File: config.mk
export PLATFORM = sky130hd
export DESIGN_NAME = host_input_dispatch
export DESIGN_NICKNAME = d
export VERILOG_FILES = /design/src/rtl/host_input_dispatch.sv
export SDC_FILE = /design/constraint.sdc
export NUM_CORES = 1
export LEC_CHECK = 0
export ABC_AREA = 1
export ABC_CLOCK_PERIOD_IN_PS = 2060
export BUFFER_PORTS_ARGS = -buffer_cell sky130_fd_sc_hd__buf_4
export CORE_ASPECT_RATIO = 0.9
export CORE_MARGIN = 2
export CORE_UTILIZATION = 45
export DETAILED_ROUTE_END_ITERATION = 6
export PLACE_DENSITY_LB_ADDON = 0.2
export SLEW_MARGIN = 15
export SYNTH_ARGS = -nofsm -noshare
export SYNTH_HDL_FRONTEND = slang
export SYNTH_SLANG_ARGS = --single-unit
export TNS_END_PERCENT = 20
File: constraint.sdc
create_clock -name i_clk -period 2.06 [get_ports i_clk]
set_clock_uncertainty 0.05 [all_clocks]
set_input_delay 0 -clock i_clk [delete_from_list [all_inputs] [get_ports i_clk]]
set_output_delay 0 -clock i_clk [all_outputs]
set_load 0.02 [all_outputs]
File: src/rtl/host_input_dispatch.sv
`default_nettype none
// ============================================================================
// Module   : host_input_dispatch
// Purpose  : Host-port input queue. Splits incoming descriptors into the
//            time-sensitive (TS) path, which writes a per-flow slot in the TS
//            descriptor RAM, and the non-TS path, which is an internal
//            first-word-fall-through FIFO drained with valid/ready. A TS packet
//            that finds its slot occupied (or targets a slot beyond
//            TS_FLOW_NUM) is redirected to the FIFO with an all-ones inport so
//            the output stage frees its buffer. Saturating statistics counters
//            are kept.
// Ports    : i_clk/i_rst_n            clock, async active-low reset
//            iv_bufid/iv_pkt_type/iv_pkt_inport/iv_ts_submit_addr/i_data_wr
//                                     incoming descriptor and strobe
//            iv_ts_type_mask          per-type TS classification mask
//            i_ts_release/iv_ts_release_addr  slot release from TIM
//            ov_ts_descriptor_*/o_ts_descriptor_wr  TS RAM write port
//            ov_ts_valid              slot occupancy map
//            ov_nts_descriptor_data/o_nts_descriptor_valid/
//            i_nts_descriptor_ready   FIFO head, valid/ready drain
//            ov_nts_fifo_cnt          FIFO occupancy
//            o_ts_overflow_error_pulse/o_host_inqueue_discard_pulse  events
//            i_cnt_clear, ov_*_cnt    statistics
// Revision : 1.0 - initial release
// ============================================================================
module host_input_dispatch #(
   parameter int BUFID_W     = 9,
   parameter int PORT_W      = 4,
   parameter int TS_FLOW_NUM = 32,
   parameter int TS_ADDR_W   = 5,
   parameter int FIFO_AW     = 4,
   parameter int CNT_W       = 16
) (
   input  logic                        i_clk,
   input  logic                        i_rst_n,
   input  logic [BUFID_W-1:0]          iv_bufid,
   input  logic [2:0]                  iv_pkt_type,
   input  logic [PORT_W-1:0]           iv_pkt_inport,
   input  logic [TS_ADDR_W-1:0]        iv_ts_submit_addr,
   input  logic                        i_data_wr,
   input  logic [7:0]                  iv_ts_type_mask,
   input  logic                        i_ts_release,
   input  logic [TS_ADDR_W-1:0]        iv_ts_release_addr,
   output logic [PORT_W+BUFID_W-1:0]   ov_ts_descriptor_wdata,
   output logic                        o_ts_descriptor_wr,
   output logic [TS_ADDR_W-1:0]        ov_ts_descriptor_waddr,
   output logic [TS_FLOW_NUM-1:0]      ov_ts_valid,
   output logic [PORT_W+BUFID_W-1:0]   ov_nts_descriptor_data,
   output logic                        o_nts_descriptor_valid,
   input  logic                        i_nts_descriptor_ready,
   output logic [FIFO_AW:0]            ov_nts_fifo_cnt,
   output logic                        o_ts_overflow_error_pulse,
   output logic                        o_host_inqueue_discard_pulse,
   input  logic                        i_cnt_clear,
   output logic [CNT_W-1:0]            ov_ts_cnt,
   output logic [CNT_W-1:0]            ov_total_cnt,
   output logic [CNT_W-1:0]            ov_ts_overflow_cnt,
   output logic [CNT_W-1:0]            ov_discard_cnt
);

   localparam int c_desc_w = PORT_W + BUFID_W;
   localparam int c_depth  = 1 << FIFO_AW;

   // ------------------------------------------------------------------------
   // Classification and slot arbitration
   // ------------------------------------------------------------------------
   logic [TS_FLOW_NUM-1:0] r_ts_valid;
   logic [TS_FLOW_NUM-1:0] w_addr_hit;
   logic [TS_FLOW_NUM-1:0] w_rel_hit;
   logic [TS_FLOW_NUM-1:0] w_ts_valid_nxt;
   logic                   w_is_ts;
   logic                   w_addr_ok;
   logic                   w_same_rel;
   logic                   w_slot_busy;
   logic                   w_ts_accept;
   logic                   w_ts_ovf;
   logic                   w_push;
   logic [c_desc_w-1:0]    w_push_data;

   // One-hot slot decodes. Addresses at or above TS_FLOW_NUM decode to no
   // slot at all, which is how out-of-range submissions become overflows.
   always_comb begin
      w_addr_hit = '0;
      w_rel_hit  = '0;
      for (int i = 0; i < TS_FLOW_NUM; i++) begin
         w_addr_hit[i] = (iv_ts_submit_addr == TS_ADDR_W'(i));
         w_rel_hit[i]  = i_ts_release && (iv_ts_release_addr == TS_ADDR_W'(i));
      end
   end

   assign w_is_ts     = i_data_wr & iv_ts_type_mask[iv_pkt_type];
   assign w_addr_ok   = |w_addr_hit;
   // A release of the very slot being submitted frees it in the same cycle.
   assign w_same_rel  = i_ts_release & (iv_ts_release_addr == iv_ts_submit_addr);
   assign w_slot_busy = |(r_ts_valid & w_addr_hit);
   assign w_ts_accept = w_is_ts & w_addr_ok & (~w_slot_busy | w_same_rel);
   assign w_ts_ovf    = w_is_ts & ~w_ts_accept;
   assign w_push      = i_data_wr & ~w_ts_accept;
   assign w_push_data = w_ts_ovf ? {{PORT_W{1'b1}}, iv_bufid}
                                 : {iv_pkt_inport, iv_bufid};

   // Set is applied after clear so a same-cycle write keeps the bit high.
   assign w_ts_valid_nxt = (r_ts_valid & ~w_rel_hit)
                         | (w_addr_hit & {TS_FLOW_NUM{w_ts_accept}});

   // ------------------------------------------------------------------------
   // NTS FIFO (first-word fall-through)
   // ------------------------------------------------------------------------
   logic [c_desc_w-1:0] r_mem [c_depth];
   logic [FIFO_AW-1:0]  r_wr_ptr;
   logic [FIFO_AW-1:0]  r_rd_ptr;
   logic [FIFO_AW:0]    r_cnt;
   logic [FIFO_AW:0]    w_cnt_nxt;
   logic                w_empty;
   logic                w_full;
   logic                w_pop;
   logic                w_push_ok;
   logic                w_discard;

   assign w_empty   = (r_cnt == '0);
   assign w_full    = (r_cnt == (FIFO_AW+1)'(c_depth));
   assign w_pop     = ~w_empty & i_nts_descriptor_ready;
   // When full, a same-cycle pop frees the entry the push lands in.
   assign w_push_ok = w_push & (~w_full | w_pop);
   assign w_discard = w_push & w_full & ~w_pop;

   always_comb begin
      w_cnt_nxt = r_cnt;
      case ({w_push_ok, w_pop})
         2'b10:   w_cnt_nxt = r_cnt + (FIFO_AW+1)'(1);
         2'b01:   w_cnt_nxt = r_cnt - (FIFO_AW+1)'(1);
         default: w_cnt_nxt = r_cnt;
      endcase
   end

   // Storage carries no reset; emptiness is tracked by the pointers/count.
   always_ff @(posedge i_clk) begin
      if (w_push_ok) begin
         r_mem[r_wr_ptr] <= w_push_data;
      end
   end

   assign ov_nts_descriptor_data = w_empty ? '0 : r_mem[r_rd_ptr];
   assign o_nts_descriptor_valid = ~w_empty;
   assign ov_nts_fifo_cnt        = r_cnt;
   assign ov_ts_valid            = r_ts_valid;

   // ------------------------------------------------------------------------
   // Statistics
   // ------------------------------------------------------------------------
   function automatic logic [CNT_W-1:0] f_sat_inc(input logic [CNT_W-1:0] v,
                                                  input logic             inc);
      return (inc && (v != '1)) ? v + CNT_W'(1) : v;
   endfunction

   // ------------------------------------------------------------------------
   // State registers
   // ------------------------------------------------------------------------
   always_ff @(posedge i_clk or negedge i_rst_n) begin
      if (!i_rst_n) begin
         r_ts_valid                   <= '0;
         r_wr_ptr                     <= '0;
         r_rd_ptr                     <= '0;
         r_cnt                        <= '0;
         o_ts_descriptor_wr           <= 1'b0;
         ov_ts_descriptor_wdata       <= '0;
         ov_ts_descriptor_waddr       <= '0;
         o_ts_overflow_error_pulse    <= 1'b0;
         o_host_inqueue_discard_pulse <= 1'b0;
         ov_ts_cnt                    <= '0;
         ov_total_cnt                 <= '0;
         ov_ts_overflow_cnt           <= '0;
         ov_discard_cnt               <= '0;
      end else begin
         r_ts_valid <= w_ts_valid_nxt;
         r_cnt      <= w_cnt_nxt;
         if (w_push_ok) begin
            r_wr_ptr <= r_wr_ptr + FIFO_AW'(1);
         end
         if (w_pop) begin
            r_rd_ptr <= r_rd_ptr + FIFO_AW'(1);
         end

         o_ts_descriptor_wr     <= w_ts_accept;
         ov_ts_descriptor_wdata <= w_ts_accept ? {iv_pkt_inport, iv_bufid} : '0;
         ov_ts_descriptor_waddr <= w_ts_accept ? iv_ts_submit_addr : '0;

         o_ts_overflow_error_pulse    <= w_ts_ovf;
         o_host_inqueue_discard_pulse <= w_discard;

         if (i_cnt_clear) begin
            ov_ts_cnt          <= '0;
            ov_total_cnt       <= '0;
            ov_ts_overflow_cnt <= '0;
            ov_discard_cnt     <= '0;
         end else begin
            ov_ts_cnt          <= f_sat_inc(ov_ts_cnt, w_is_ts);
            ov_total_cnt       <= f_sat_inc(ov_total_cnt, i_data_wr);
            ov_ts_overflow_cnt <= f_sat_inc(ov_ts_overflow_cnt, w_ts_ovf);
            ov_discard_cnt     <= f_sat_inc(ov_discard_cnt, w_discard);
         end
      end
   end

endmodule
`default_nettype wire

# Word level (Yosys, flattened, before mapping)
# Memory sizes are Yosys's and may differ from the RTL's.
# Cells that the tools add are included.
# totals
regBits	130
latchBits	0
ramBits	208
rom_bits	0
inputBits	40
mem_count	1
# classes
addsub	8
multipliers	0
n_div	0
n_lt_le_gt_ge	1
eq_ne	70
shifts	0
muxes	17
n_bitwise	22
n_reduce_logical	46
# mem_list
memory	words	width	rd	rd_clocked_by_memory_dff	wr	line_no	rtl
r_mem	16	13	1	0	1	109	logic [c_desc_w-1:0] r_mem [c_depth];
# ops
operator	count
5-bit == test, second input constant	33
16-bit two-way mux	8
32-bit AND	3
5-bit by 4-bit == test with 1-bit output, second input constant	16
16-bit by 1-bit adder with 16-bit output, second input constant	4
16-bit inequality test, second input constant	4
32-bit OR reduction	2
5-bit by 3-bit == test with 1-bit output, second input constant	8
13-bit two-way mux	3
1-bit logical AND	36
32-bit NOT	1
32-bit OR	1
5-bit by 2-bit == test with 1-bit output, second input constant	4
5-bit logical NOT	3
1-bit AND	10
5-bit by 1-bit == test with 1-bit output, second input constant	2
5-bit case mux with 2 select lines	1
2-bit nonzero test	5
4-bit by 1-bit adder with 4-bit output, second input constant	2
5-bit by 1-bit adder with 5-bit output, second input constant	1
5-bit == test	1
5-bit two-way mux	1
1-bit NOT	5
5-bit by 1-bit subtractor with 5-bit output, second input constant	1
6 further kinds	9

# Logic depth before layout (Yosys ltp)
# Gate-level depths: netlist of the first run.
# logic_depth
depth_word	13
ltp_mapped	25
depth_no_buf	25

# Worst setup path before layout of the first run
# No wires, ideal clock.
# synth_path
path_kind	register to register
startpoint	reg r_cnt[0] (netlist: ov_nts_fifo_cnt[0])
endpoint	reg r_cnt[4] (netlist: ov_nts_fifo_cnt[4])
setup_time_ns	0.117
arrival_time_ns	2.355
required_ns	1.893
slack_ns	-0.462
path_stages_with_launch	17
path_buffers	0
synth_period_minus_slack_ns	2.522
cell_sequence	dfrtp_1 -> nor4_1 -> inv_1 -> nor2_1 -> inv_1 -> nand2_1 -> inv_1 -> nand2_2 -> inv_1 -> ha_1 -> inv_1 -> o21ai_0 -> inv_1 -> nand3_1 -> nand2_1 -> nand2_1 -> nand2_1
# synth_via
elab_chain_cells	7
# synth_rtl
element	line_no	rtl
start: declaration	112	logic [FIFO_AW:0] r_cnt;
start signal: assignment	176	r_cnt <= w_cnt_nxt;
5-bit logical NOT *	120	assign w_empty = (r_cnt == '0);
1-bit NOT *	--	
via o_nts_descriptor_valid	49	output logic o_nts_descriptor_valid,
1-bit AND *	122	assign w_pop = ~w_empty & i_nts_descriptor_ready;
1-bit OR	124	assign w_push_ok = w_push & (~w_full | w_pop);
1-bit AND	124	
2-bit by 1-bit == test with 1-bit output / 2-bit == test (equally long branches)	129	case ({w_push_ok, w_pop})
5-bit case mux with 2 select lines / 2-bit nonzero test (equally long branches)	--	
# The timed path passes the listed nets; every way through them passes the cells marked *.
# A chain may end at the register's enable or synchronous reset.

# Final worst setup path of the first run
# layout_path
startpoint	reg r_rd_ptr[0]
endpoint	out ov_nts_descriptor_data[12]
# layout_via
elab_chain_cells	2
# layout_rtl
element	line_no	rtl
start: declaration	111	logic [FIFO_AW-1:0] r_rd_ptr;
start signal: assignment	181	r_rd_ptr <= r_rd_ptr + FIFO_AW'(1);
memory read 16 x 13 bit	--	
13-bit two-way mux	143	assign ov_nts_descriptor_data = w_empty ? '0 : r_mem[r_rd_ptr];
end: declaration	48	output logic [PORT_W+BUFID_W-1:0] ov_nts_descriptor_data,
# Every way passes these cells.

==> results of run 1 <==
[layer usage]
layer	vias to the layer above	part of all wire [%]	global-route usage (%)
met5	-	0	0
met1	6380	43	37.4
li1	6026	-	-
met3	76	8.7	4.72
met2	671	46	42.1
met4	0	2.0	6.88
[worst register-to-register path: stages, from the launching register on]
cell and delay, ns:
dfrtp_2 0.40, nand3_1 0.09, nand2_1 0.07, nor2_1 0.10, nand2_1 0.07, nor2_2 0.12
nand2_1 0.07, nand2_2 0.10, nand2_4 0.08, nand2_8 0.09, nand2_4 0.06, nand2_1 0.05
nand2_1 0.05, inv_2 0.08, ha_4 0.13, inv_2 0.03, nand2_2 0.07, nand4_1 0.11
nand3_2 0.10, nand2_1 0.05, nand2_1 0.05, nand2_1 0.05
[sequential cells by signal, summed over array words and instances (netlist names)]
register                      count
r_mem                           208
ov_ts_valid                      32
ov_discard_cnt                   16
ov_total_cnt                     16
ov_ts_cnt                        16
ov_ts_overflow_cnt               16
ov_ts_descriptor_wdata           13
ov_nts_fifo_cnt                   5
ov_ts_descriptor_waddr            5
r_rd_ptr                          4
r_wr_ptr                          4
o_host_inqueue_discard_pulse      1
o_ts_descriptor_wr                1
o_ts_overflow_error_pulse         1
[cell usage after synthesis, drive strengths merged (5+ instances only)]
library cell  instances
clkbuf               59
xor2                 13
a21oi                55
nor3                 44
dfrtp               130
o21ai               217
edfxtp              208
o31ai                 5
nand3                84
o221ai               42
nor4                  5
buf                   6
nor2                241
o22ai                12
inv                 126
ha                   11
nand2               167
nand4                25
[cell type report]
class	count	area, sq um	area share [%]
flip-flops and latches	338	9550	44.1
multi-input cells	937	5560	25.7
repair buffers	459	4360	20.2
clock buffers	42	955	4.41
well taps	422	528	2.44
inverters	129	523	2.41
clock inverters	22	178	0.820
[final timing paths]
path,startpoint,end,cells after the start,slack (ns)
worst min-delay path,i_rst_n,r_rd_ptr[0]$_DFFE_PN0P_,2,-0.02
worst max-delay path,r_rd_ptr[0]$_DFFE_PN0P_,ov_nts_descriptor_data[12],10,-0.26
min in group i_clk,iv_ts_submit_addr[4],ov_ts_valid[2]$_DFF_PN0_,5,0.04
worst max register to register,ov_ts_valid[10]$_DFF_PN0_,ov_nts_fifo_cnt[4]$_DFFE_PN0P_,21,-0.12
worst min register to register,ov_discard_cnt[8]$_DFFE_PN0P_,ov_discard_cnt[8]$_DFFE_PN0P_,1,0.47
max in group asynchronous,i_rst_n,ov_discard_cnt[0]$_DFFE_PN0P_,3,1.18
[cell usage in the layout, fill, tap and decap left out, drive strengths merged, types with 25 or more instances in the layout]
cell type      n
dlygate4sd3   42
inv          130
nor2         241
nand4         25
nand3         84
dfrtp        130
nor3          44
o221ai        42
o21ai        217
clkbuf        47
nand2        167
buf          410
a21oi         55
edfxtp       208
[power groups by stage]
stage	clock network [mW]	registers (mW)	logic (mW)
finish	6.29	8.17	10.3
global route	6.68	8.23	11.0
CTS	6.38	8.14	9.44
detailed placement	0	8.29	7.82
global placement	0	8.27	7.75
floorplan	0	8.56	3.87
[repair_timing]
action,4_1_cts,5_1_grt
setup endpoints to repair,244,347
hold endpoints to repair,410,0
pin swaps,64,63
buffers inserted,12,18
gates cloned,9,4
hold buffers,44,0
resized for setup,99,153
[logic make-up (layout without fill, tap and decap cells)]
group	count (synthesis)	in the layout	synth area share (%)
simple gates	572	572	16.7
buf+inv	194	652	4.96
compound gates	340	340	12.8
fa+ha+maj	11	11	0.924
xor+xnor	13	13	0.765
flops	338	338	63.8
mux	1	1	0.0672
==> results.py, run 1 <==
metrics = {
    "routing": {
        "drt-initial-drc-count": 1069,
        "routedWlPerCell_um": 19.7,
        "wl_um": 46300,
        "antenna_left": 0,
        "vias": 13200,
        "drc": 0,
        "via_per_inst": 5.60,
        "drt_pass1_iterations": 5,
    },
    "timing": {
        "fin_crit_sh_pct": 112,
        "hold_viol": 4,
        "tightestPinTransition_ns": 0.614,
        "slew_violations": 0,
        "fmax_ghz": 0.432,
        "period_needed_ns": 2.32,
        "rsz0062_at_grt": "yes",
        "timing.final.ws_setup_ns": -0.255,
        "setup_viol": 238,
        "maxSlewHeadroom_pct": 58.9,
        "fin_setup_tns_ns": -15.76,
        "holdWs_ns": -0.0246,
    },
    "setup_path": {
        "worstPathRequired_ns": 2.01,
        "crit_chain": "buf_12 > inv_16 > buf_12 > buf_8 > buf_6 > nor2_2 > o221ai_1 > nand3_1 > a21oi_2 > buf_4",
        "endpoint_kind": "output port",
        "cp_max_fo": 9,
        "max_stage_delay_ns": 0.41,
        "critPathArrivalTime_ns": 2.27,
        "startpoint_type": "flip-flop",
        "critPathKind": "flip-flop to output port",
        "critPathTopFamily": "buffers and inverters",
        "cp_common_cell": "buf_12",
        "path_buf_inv": 6,
        "cp_slowest_cell": "dfrtp_2",
    },
    "grt": {
        "grt_pass1_wl_um": 71100,
        "grt_max_degree": 60,
        "grt-ovfl-total": 0,
        "grt_pass1_vias": 12800,
        "antenna_found_initial": 0,
        "grtUsageTotal_pct": 26.3,
    },
    "power_and_ir_drop": {
        "p_switching_mw": 8.99,
        "p_clk_share_pct": 25.4,
        "power_mw": 24.8,
        "power.leakage_nw": 8.71,
        "power_frac_seq_pct": 33.0,
        "p_int_mw": 15.8,
        "swShare_pct": 36.3,
        "power_frac_comb_pct": 41.6,
        "pwr_density_cell_nw_per_um2": 1140,
        "irDropWorstVdd_uv": 594,
    },
    "synthesis": {
        "avgSynthCellArea_sq_um": 10.1,
        "synth_fp_nets": 1520,
        "syn-cell-area_sq_um": 14900,
        "async_flop_share_pct": 38.5,
        "synth_top_area_share_pct": 41.9,
        "synth_seq_cells": 338,
        "synth.largest_area_cell": "edfxtp_1",
        "synth_area_leaders": "edfxtp_1, dfrtp_1, o21ai_0",
        "yosysSeqAreaShare_pct": 63.8,
        "yosys.cell_types.count": 39,
        "yosys_warnings": 0,
        "synthCells": 1469,
        "ys_dominant_reg_cell": "edfxtp_1",
        "synth_edf_count": 208,
    },
    "placed_design": {
        "portBuffers": 175,
        "dp_hpwl_um": 29200,
        "pre_cts_ws_ns": -0.307,
        "placedCellCount": 2201,
        "placed_area_sq_um": 18600,
        "gp_congestion": 0.900,
    },
    "cells_and_area": {
        "finish.utilization_pct": 66.0,
        "instances_no_fill": 2349,
        "nets": 1953,
        "syn2layout_area_growth_pct": 45.4,
        "layout-drive-gt1-share_pct": 36.3,
        "fillers": 2528,
        "antenna_cells": 0,
        "design_area_sq_um": 21700,
    },
    "clock_network": {
        "cts-root-buf": "clkbuf_16",
        "cts_tree": "yes",
        "clock_latency_ns": 0.51,
        "path_clk_slew_ns": 0.06,
        "numCtsBuffers": 37,
        "cts.sinks": 338,
        "h-tree-depth": 2,
        "clockBufferDepth": 3,
    },
    "worst_hold_path": {
        "hold_path.class": "input port to asynchronous set/reset pin",
    },
    "floorplan": {
        "die_w_um": 196,
        "start_util_pct": 45.4,
        "rows": 63,
        "die-area_sq_um": 34600,
        "core_sq_um": 32800,
        "boundaryPins": 176,
        "fp.dieH_um": 177,
    },
    "job": {
        "cap_viol_max_count": 0,
    },
    "outcome": {
        "outcome": "finished with violations",
        "violations": "negative hold slack, negative setup slack",
    },
}
No activity file was read; power rests on OpenSTA's default activity.
==> run 2, diff against run 1 <==
Settings changed: SKIP_LAST_GASP set to 1.
==> results.py, run 2 (same netlist as run 1, synthesis figures left out) <==
metrics = {
    "clock_network": {
        "clock_latency_ns": 0.52,
        "numCtsBuffers": 37,
        "cts-root-buf": "clkbuf_16",
        "cts_tree": "yes",
        "clockBufferDepth": 3,
        "h-tree-depth": 2,
        "path_clk_slew_ns": 0.06,
        "cts.sinks": 338,
    },
    "placed_design": {
        "dp_hpwl_um": 29200,
        "pre_cts_ws_ns": -0.307,
        "portBuffers": 175,
        "gp_congestion": 0.900,
    },
    "timing": {
        "maxSlewHeadroom_pct": 57.8,
        "timing.final.ws_setup_ns": -0.260,
        "setup_viol": 266,
        "hold_viol": 8,
        "fmax_ghz": 0.431,
        "fin_crit_sh_pct": 113,
        "period_needed_ns": 2.32,
        "slew_violations": 0,
        "tightestPinTransition_ns": 0.632,
        "rsz0062_at_grt": "yes",
        "fin_setup_tns_ns": -16.47,
        "holdWs_ns": -0.0245,
    },
    "setup_path": {
        "critPathTopFamily": "buffers and inverters",
        "startpoint_type": "flip-flop",
        "critPathArrivalTime_ns": 2.27,
        "path_buf_inv": 6,
        "endpoint_kind": "output port",
        "cp_common_cell": "buf_12",
        "max_stage_delay_ns": 0.41,
        "critPathKind": "flip-flop to output port",
        "cp_max_fo": 7,
        "crit_chain": "buf_12 > inv_16 > buf_12 > buf_16 > buf_12 > o21ai_2 > o221ai_2 > nand3_2 > a21oi_2 > buf_4",
        "worstPathRequired_ns": 2.01,
        "cp_slowest_cell": "dfrtp_2",
    },
    "routing": {
        "antenna_left": 0,
        "via_per_inst": 5.56,
        "vias": 13000,
        "drt_pass1_iterations": 5,
        "drc": 0,
        "routedWlPerCell_um": 19.5,
        "drt-initial-drc-count": 987,
        "wl_um": 45700,
    },
    "floorplan": {
        "die_w_um": 196,
        "core_sq_um": 32800,
        "boundaryPins": 176,
        "rows": 63,
        "fp.dieH_um": 177,
        "die-area_sq_um": 34600,
        "start_util_pct": 45.4,
    },
    "cells_and_area": {
        "largest_register": "r_mem",
        "largest_reg_flops": 208,
        "mostFrequentLayoutCells": "buf_4, edfxtp_1, nor2_1",
        "layout-drive-gt1-share_pct": 33.6,
        "finish.utilization_pct": 65.3,
        "antenna_cells": 0,
        "final_common_cell": "buf_4",
        "syn2layout_area_growth_pct": 43.7,
        "nets": 1949,
    },
    "grt": {
        "grt_pass1_vias": 12800,
        "antenna_found_initial": 0,
        "grt_max_degree": 60,
        "grt_pass1_wl_um": 70900,
        "grtUsageTotal_pct": 26.2,
        "grt-ovfl-total": 0,
    },
    "outcome": {
        "outcome": "finished with violations",
        "violations": "negative hold slack, negative setup slack",
    },
    "power_and_ir_drop": {
        "power.leakage_nw": 8.67,
        "pwr_density_cell_nw_per_um2": 1150,
        "irDropWorstVdd_uv": 566,
    },
    "job": {
        "cap_viol_max_count": 0,
    },
    "worst_hold_path": {
        "hold_path.class": "input port to asynchronous set/reset pin",
    },
}
==> run 2: cell count changes in the layout (fill, tap and decap cells not counted), moves of 6 or more <==
cell,before,now
o21ai_0,169,180
nor3_2,12,3
nor3_1,30,39
nand3_2,27,19
nor2_4,28,22
nand2_2,13,7
nand3_1,55,64
a21oi_1,35,41
o21ai_1,36,29
nor2_1,195,206
nand2_1,141,147
==> run 2: power breakdown <==
group          leakage, nW  switching (mW)  internal [mW]  total [mW]
combinational         4.55            5.88           4.22        10.1
sequential            3.57           0.288           7.88        8.17
clock                0.547            2.70           3.59        6.29
total                 8.67            8.86           15.7        24.6
==> run 2: layer usage <==
metal,routed length (um),part of all wire [%],vias to the layer above,GRT usage [%]
met5,0,0,-,0
met4,963,2.1,0,7.20
met3,3940,8.6,80,4.58
met2,21100,46,591,41.8
met1,19800,43,6359,37.4
li1,-,-,6017,-
==> run 2: cell type report <==
cell class,instances,area [sq um]
Tap cell,422,528
Timing Repair Buffer,455,4330
Clock inverter,22,178
Sequential cell,338,9540
Inverter,129,515
Multi-Input combinational cell,937,5350
Fill cell,2558,11400
Clock buffer,42,955
==> run 2: worst paths after layout <==
kind	startpoint	endpoint	slack [ns]	cells after the start
setup / recovery	r_rd_ptr[0]$_DFFE_PN0P_	ov_nts_descriptor_data[0]	-0.26	10
hold / removal	i_rst_n	r_rd_ptr[0]$_DFFE_PN0P_	-0.02	2
setup reg to reg	ov_ts_valid[7]$_DFF_PN0_	r_mem[11][4]$_DFFE_PP_	-0.13	15
hold reg to reg	ov_discard_cnt[8]$_DFFE_PN0P_	ov_discard_cnt[8]$_DFFE_PN0P_	0.47	1
max in group asynchronous	i_rst_n	ov_ts_overflow_cnt[3]$_DFFE_PN0P_	1.18	3
min in group i_clk	iv_ts_submit_addr[4]	ov_ts_valid[3]$_DFF_PN0_	0.02	5
==> run 2: repair_timing <==
item	CTS	global route
buffers inserted	12	14
resized for setup	77	98
gates cloned	9	3
endpoints found under the hold margin	410	0
hold buffers	44	0
pin swaps	64	51
setup endpoints to repair	244	348
==> run 2: through the flow <==
stage | total power [mW] | std cells | area (sq um)
finish | 24.6 | 2345 | 21400
global route | 25.7 | 2345 | 21400
CTS | 23.9 | 2330 | 20900
global placement | 16.0 | 2201 | 18600
detailed placement | 16.1 | 2201 | 18600
floorplan | 12.4 | 1469 | 15100
